==> src/rtl/decode_stage.sv <==
// Registered R-I CPU decode stage: valid/ready input, one-entry output register,
// load-use bubble insertion, saturating stall/illegal counters. Branch ops via DECODE_BRANCH_EN.
module decode_stage #(
  parameter int unsigned DATA_W = 32,
  parameter int unsigned CNT_W  = 16
) (
  input  logic              clk,
  input  logic              rst,
  input  logic              flush,
  input  logic              in_valid,
  output logic              in_ready,
  input  logic [31:0]       in_instr,
  output logic              out_valid,
  input  logic              out_ready,
  output logic              rd_rt_s,
  output logic              imm_s,
  output logic              write_reg,
  output logic              alu_mem_s,
  output logic              rt_imm_s,
  output logic              mem_write,
  output logic [2:0]        alu_op,
  output logic [4:0]        rs_addr,
  output logic [4:0]        rt_addr,
  output logic [4:0]        wr_addr,
  output logic [DATA_W-1:0] imm_ext,
  output logic              illegal,
  output logic [CNT_W-1:0]  stall_cnt,
  output logic [CNT_W-1:0]  illegal_cnt
`ifdef DECODE_BRANCH_EN
  ,
  output logic              branch,
  output logic              br_ne
`endif
);

  localparam logic [5:0] OP_RTYPE = 6'b000000;
  localparam logic [5:0] OP_ADDI  = 6'b001000;
  localparam logic [5:0] OP_ANDI  = 6'b001100;
  localparam logic [5:0] OP_XORI  = 6'b001110;
  localparam logic [5:0] OP_SLTIU = 6'b001011;
  localparam logic [5:0] OP_LW    = 6'b100011;
  localparam logic [5:0] OP_SW    = 6'b101011;
`ifdef DECODE_BRANCH_EN
  localparam logic [5:0] OP_BEQ   = 6'b000100;
  localparam logic [5:0] OP_BNE   = 6'b000101;
`endif

  logic [5:0]  w_op, w_func;
  logic [4:0]  w_rs, w_rt, w_rd, w_wr_addr;
  logic [15:0] w_imm;
  logic        w_rd_rt_s, w_imm_s, w_write_reg, w_alu_mem_s, w_rt_imm_s, w_mem_write;
  logic [2:0]  w_alu_op;
  logic        w_illegal, w_uses_rt, w_hazard, w_accept;
  logic [DATA_W-1:0] w_imm_ext;
`ifdef DECODE_BRANCH_EN
  logic        w_branch, w_br_ne;
`endif

  logic              r_out_valid, r_rd_rt_s, r_imm_s, r_write_reg, r_alu_mem_s;
  logic              r_rt_imm_s, r_mem_write, r_illegal;
  logic [2:0]        r_alu_op;
  logic [4:0]        r_rs, r_rt, r_wr;
  logic [DATA_W-1:0] r_imm;
  logic [CNT_W-1:0]  r_stall_cnt, r_illegal_cnt;

  assign w_op   = in_instr[31:26];
  assign w_rs   = in_instr[25:21];
  assign w_rt   = in_instr[20:16];
  assign w_rd   = in_instr[15:11];
  assign w_func = in_instr[5:0];
  assign w_imm  = in_instr[15:0];

  // Decode table; illegal encodings leave every control at 0
  always_comb begin
    w_rd_rt_s   = 1'b0;
    w_imm_s     = 1'b0;
    w_write_reg = 1'b0;
    w_alu_mem_s = 1'b0;
    w_rt_imm_s  = 1'b0;
    w_mem_write = 1'b0;
    w_alu_op    = 3'b000;
    w_illegal   = 1'b0;
    w_uses_rt   = 1'b0;
`ifdef DECODE_BRANCH_EN
    w_branch    = 1'b0;
    w_br_ne     = 1'b0;
`endif
    case (w_op)
      OP_RTYPE: begin
        w_uses_rt   = 1'b1;
        w_write_reg = 1'b1;
        case (w_func)
          6'b100000: w_alu_op = 3'b100;
          6'b100010: w_alu_op = 3'b101;
          6'b100100: w_alu_op = 3'b000;
          6'b100101: w_alu_op = 3'b001;
          6'b100110: w_alu_op = 3'b010;
          6'b100111: w_alu_op = 3'b011;
          6'b101011: w_alu_op = 3'b110;
          6'b000100: w_alu_op = 3'b111;
          default: begin
            w_illegal   = 1'b1;
            w_write_reg = 1'b0;
          end
        endcase
      end
      OP_ADDI, OP_LW, OP_ANDI, OP_XORI, OP_SLTIU: begin
        w_rd_rt_s   = 1'b1;
        w_rt_imm_s  = 1'b1;
        w_write_reg = 1'b1;
        w_imm_s     = (w_op == OP_ADDI) || (w_op == OP_LW);
        w_alu_mem_s = (w_op == OP_LW);
        case (w_op)
          OP_ANDI:  w_alu_op = 3'b000;
          OP_XORI:  w_alu_op = 3'b010;
          OP_SLTIU: w_alu_op = 3'b110;
          default:  w_alu_op = 3'b100;
        endcase
      end
      OP_SW: begin
        w_uses_rt   = 1'b1;
        w_imm_s     = 1'b1;
        w_rt_imm_s  = 1'b1;
        w_mem_write = 1'b1;
        w_alu_op    = 3'b100;
      end
`ifdef DECODE_BRANCH_EN
      OP_BEQ, OP_BNE: begin
        w_uses_rt = 1'b1;
        w_imm_s   = 1'b1;
        w_alu_op  = 3'b101;
        w_branch  = 1'b1;
        w_br_ne   = (w_op == OP_BNE);
      end
`endif
      default: w_illegal = 1'b1;
    endcase
  end

  assign w_wr_addr = w_rd_rt_s ? w_rt : w_rd;
  assign w_imm_ext = w_imm_s ? DATA_W'($signed(w_imm)) : DATA_W'(w_imm);

  // Load-use: a held load feeding the incoming instruction forces one bubble
  assign w_hazard = r_out_valid && r_alu_mem_s && (r_wr != 5'd0) &&
                    ((w_rs == r_wr) || (w_uses_rt && (w_rt == r_wr)));
  assign in_ready = !flush && !w_hazard && (!r_out_valid || out_ready);
  assign w_accept = in_valid && in_ready;

  always_ff @(posedge clk) begin
    if (rst) begin
      r_out_valid   <= 1'b0;
      r_rd_rt_s     <= 1'b0;
      r_imm_s       <= 1'b0;
      r_write_reg   <= 1'b0;
      r_alu_mem_s   <= 1'b0;
      r_rt_imm_s    <= 1'b0;
      r_mem_write   <= 1'b0;
      r_alu_op      <= 3'b000;
      r_rs          <= 5'd0;
      r_rt          <= 5'd0;
      r_wr          <= 5'd0;
      r_imm         <= '0;
      r_illegal     <= 1'b0;
      r_stall_cnt   <= '0;
      r_illegal_cnt <= '0;
    end else begin
      if (flush)         r_out_valid <= 1'b0;
      else if (w_accept) r_out_valid <= 1'b1;
      else if (out_ready) r_out_valid <= 1'b0;
      if (w_accept) begin
        r_rd_rt_s   <= w_rd_rt_s;
        r_imm_s     <= w_imm_s;
        r_write_reg <= w_write_reg;
        r_alu_mem_s <= w_alu_mem_s;
        r_rt_imm_s  <= w_rt_imm_s;
        r_mem_write <= w_mem_write;
        r_alu_op    <= w_alu_op;
        r_rs        <= w_rs;
        r_rt        <= w_rt;
        r_wr        <= w_wr_addr;
        r_imm       <= w_imm_ext;
        r_illegal   <= w_illegal;
      end
      if (w_hazard && out_ready && in_valid && (r_stall_cnt != '1))
        r_stall_cnt <= r_stall_cnt + CNT_W'(1);
      if (w_accept && w_illegal && (r_illegal_cnt != '1))
        r_illegal_cnt <= r_illegal_cnt + CNT_W'(1);
    end
  end

`ifdef DECODE_BRANCH_EN
  logic r_branch, r_br_ne;
  always_ff @(posedge clk) begin
    if (rst) begin
      r_branch <= 1'b0;
      r_br_ne  <= 1'b0;
    end else if (w_accept) begin
      r_branch <= w_branch;
      r_br_ne  <= w_br_ne;
    end
  end
  assign branch = r_branch;
  assign br_ne  = r_br_ne;
`endif

  assign out_valid   = r_out_valid;
  assign rd_rt_s     = r_rd_rt_s;
  assign imm_s       = r_imm_s;
  assign write_reg   = r_write_reg;
  assign alu_mem_s   = r_alu_mem_s;
  assign rt_imm_s    = r_rt_imm_s;
  assign mem_write   = r_mem_write;
  assign alu_op      = r_alu_op;
  assign rs_addr     = r_rs;
  assign rt_addr     = r_rt;
  assign wr_addr     = r_wr;
  assign imm_ext     = r_imm;
  assign illegal     = r_illegal;
  assign stall_cnt   = r_stall_cnt;
  assign illegal_cnt = r_illegal_cnt;

endmodule

==> config.mk <==
export PLATFORM = sky130hd
export DESIGN_NAME = decode_stage
export DESIGN_NICKNAME = d
export VERILOG_FILES = /design/src/rtl/decode_stage.sv
export SDC_FILE = /design/constraint.sdc
export NUM_CORES = 1
export LEC_CHECK = 0
export CORE_MARGIN = 2
export CORE_UTILIZATION = 47
export CTS_CLUSTER_SIZE = 40
export DETAILED_ROUTE_END_ITERATION = 10
export PLACE_DENSITY = 0.84
export REMOVE_ABC_BUFFERS = 1
export SYNTH_ARGS = -nofsm -noshare
export SYNTH_HDL_FRONTEND = slang
export SYNTH_SLANG_ARGS = --single-unit
==> constraint.sdc <==
create_clock -name clk -period 3.3 [get_ports clk]
set_clock_uncertainty 0.15 [all_clocks]
set_input_delay 0.66 -clock clk [delete_from_list [all_inputs] [get_ports clk]]
set_output_delay 0.66 -clock clk [all_outputs]
set_load 0.01 [all_outputs]
==> results.cfg <==
[timing]
slew_headroom = 0.5601
max_slew.worst_pin.slew_ps = 659.8
hold_violations = 0
fin_tns_setup_ps = 0
period_share = 0.9706
whs_ps = 324.5
setup_violations = 0
slew_viol_final = 0
period_needed_ps = 3203
rsz0062_at_grt = false
fmax_ghz = 0.3122
fin_ws_ps = 97.18

[worst_setup_path]
path_class = in -> out
cp_max_fo = 2
worst_setup_path_start_kind = input port
regToRegSetupSlack_ps = 510
critPathArrivalTime_ps = 2390
required_ps = 2490
end_kind = output pin

[synthesis]
yosysSeqAreaShare = 0.3730
async_flop_share = 0
synth.avg_cell_area_um2 = 8.231
syn-cell-area_mm2 = 0.004025
synth_top_area_share = 0.3730
synth_edf_count = 0
synth_fa_ha_area_frac = 0.006217
synth_top_family_by_area = simple AND/OR/NAND/NOR gates
syn_inst = 489
yosysWarningCount = 0
synth.mux.area_fraction = 0.06217
synth_area_leaders = dfxtp_1, a21oi_1, o21ai_0
synthFlopType = dfxtp_1
synth_compound_area_frac = 0.1818
synth-simple-area-share = 0.2745
yosys.cell_types.count = 54
ys_ff_latch = 75
synth_xor_area_frac = 0.02829
yosys.area.top_type = dfxtp_1

[placement]
portBuffers = 127
place_ws_ps = -244.2
gp_congestion = 0.9067
dpl.hpwl_um = 8237

[global_routing]
grt_max_degree = 70
grt_use_total = 0.2514
grt_pass1_vias = 3898
globalRouteOverflowTotal = 0
grt_pass1_wl_um = 18330
antenna_found_initial = 0

[clock_tree]
cts_htree_levels = 3
cts_sinks = 75
clockBufferDepth = 2
cts-root-buf = clkbuf_8
cts_hold_buf = 0
worst_setup_hold_path_clk_slew_ps = 70
cts_tree = done
cts_buffers = 9
worstSkewPairLatency_ps = 360

[final_layout]
multiInputGateArea_mm2 = 0.002257
fillers = 657
final_nets = 641
drive_gt1_frac = 0.1221
area_growth_pct = 39.23
diodes = 0
seq_area_mm2 = 0.001501
largest_reg_flops = 17
postLayoutCoreUtil = 0.6786

[die]
io_pins = 128
rows = 33
die_x_um = 96.54
start_util = 0.4874
die_y_um = 96.54
die_area_mm2 = 0.009320
core_area_mm2 = 0.008258

[power]
ir_drop_mv = 0.2532
powerDensity_mw_per_mm2 = 354.2
fin_total_pwr_w = 0.001985
power_leakage_nw = 1.972

[route]
drtIter0Drc = 200
drt_pass1_iterations = 5
viasPerCell = 5.889
num_vias = 4187
post-route-drc-count = 0
ant_nets = 0
routedWlPerCell_um = 16.25
drt_wl_total_um = 11550

[run_status]
run_status = finished, final reports clean

[flow_run]
drv_cap = 0

[min_path]
worst_hold_path_type = reg -> reg
[layer usage]
layer | vias to the layer above | track usage | wire, µm | share of wire
met1 | 1974 | 0.3184 | 4782 | 0.41
met3 | 30 | 0.06129 | 872 | 0.075
li1 | 2003 | - | - | -
met4 | 0 | 0.08685 | 285 | 0.025
met2 | 180 | 0.4184 | 5612 | 0.49
met5 | - | 0 | 0 | 0
[synthesized netlist by cell type (9+ instances only)]
cell       n
dfxtp_1   75
a21oi_1   56
o21ai_0   44
nand3_1   43
clkbuf_1  27
nor2_1    26
nand2_1   18
nor2b_1   18
buf_4     15
mux2_2    15
nand4_1   10
nor4_1    10
nor3_1     9
[timing repair]
action                     CTS  global route
pin swaps                    2             0
resized for setup            5             6
setup endpoints to repair    1            15
setup buffers                1             0
[kinds of logic (layout without fill, tap and decap cells)]
family	after synthesis	in the layout
flops	75	75
compound gates	129	129
buf+inv	58	175
fa+ha+maj	2	2
mux	23	23
xor+xnor	13	13
simple gates	189	189
[report_power, final]
part | switching, W | internal, W
clock network | 0.000339 | 0.000420
logic | 0.000134 | 0.000141
registers | 0.0000218 | 0.000929
total | 0.000495 | 0.00149
[metrics by stage]
stage | std cells | instance area (µm²)
floorplan | 436 | 3746
global placement | 695 | 5359
detailed placement | 695 | 5359
CTS | 711 | 5582
global route | 711 | 5604
finish | 711 | 5604
[final cells by class]
class / instances / area share
multi-input combinational: 356 / 0.4028
sequential: 75 / 0.2679
timing repair buffer: 155 / 0.2657
tap: 105 / 0.02344
clock buffer: 10 / 0.02277
clock inverter: 5 / 0.01407
inverter: 5 / 0.003349
[worst paths after layout]
check | startpoint | end | depth (start not counted)
max | in_instr[29] | in_ready | 8
min | imm_ext[10] | imm_ext[10] | 2
max reg2reg | wr_addr[4] | illegal_cnt[12] | 8
min reg2reg | imm_ext[10] | imm_ext[10] | 2
[layout by cell type (no fill, tap or decap), drive strengths merged, types with 3 or more instances in the layout]
cell type / netlist / final
clkdlybuf4s50: 0 / 122
dfxtp: 75 / 75
a21oi: 56 / 56
o21ai: 45 / 45
nand3: 43 / 43
buf: 26 / 29
nor2: 26 / 26
nand2: 18 / 18
nor2b: 18 / 18
mux2: 16 / 16
nor4: 12 / 12
nand4: 10 / 10
nor3: 10 / 10
clkbuf: 27 / 10
xnor2: 8 / 8
nand2b: 8 / 8
or4: 8 / 8
mux2i: 7 / 7
a211oi: 7 / 7
o31ai: 7 / 7
or3: 6 / 6
xor2: 5 / 5
inv: 5 / 5
and4: 5 / 5
and3: 5 / 5
nor4b: 4 / 4
and3b: 3 / 3
o41ai: 3 / 3
nor3b: 3 / 3
clkinv: 0 / 3
[worst max-delay path, cell delays in order]
cell and delay [ps]:
clkdlybuf4s50_1 470, nor4_4 280, a21oi_1 80, buf_4 160
nor4_4 270, o21a_2 200, nor3b_2 50, clkdlybuf4s15_2 230
Note: power is estimated with default switching activity, not from simulation.
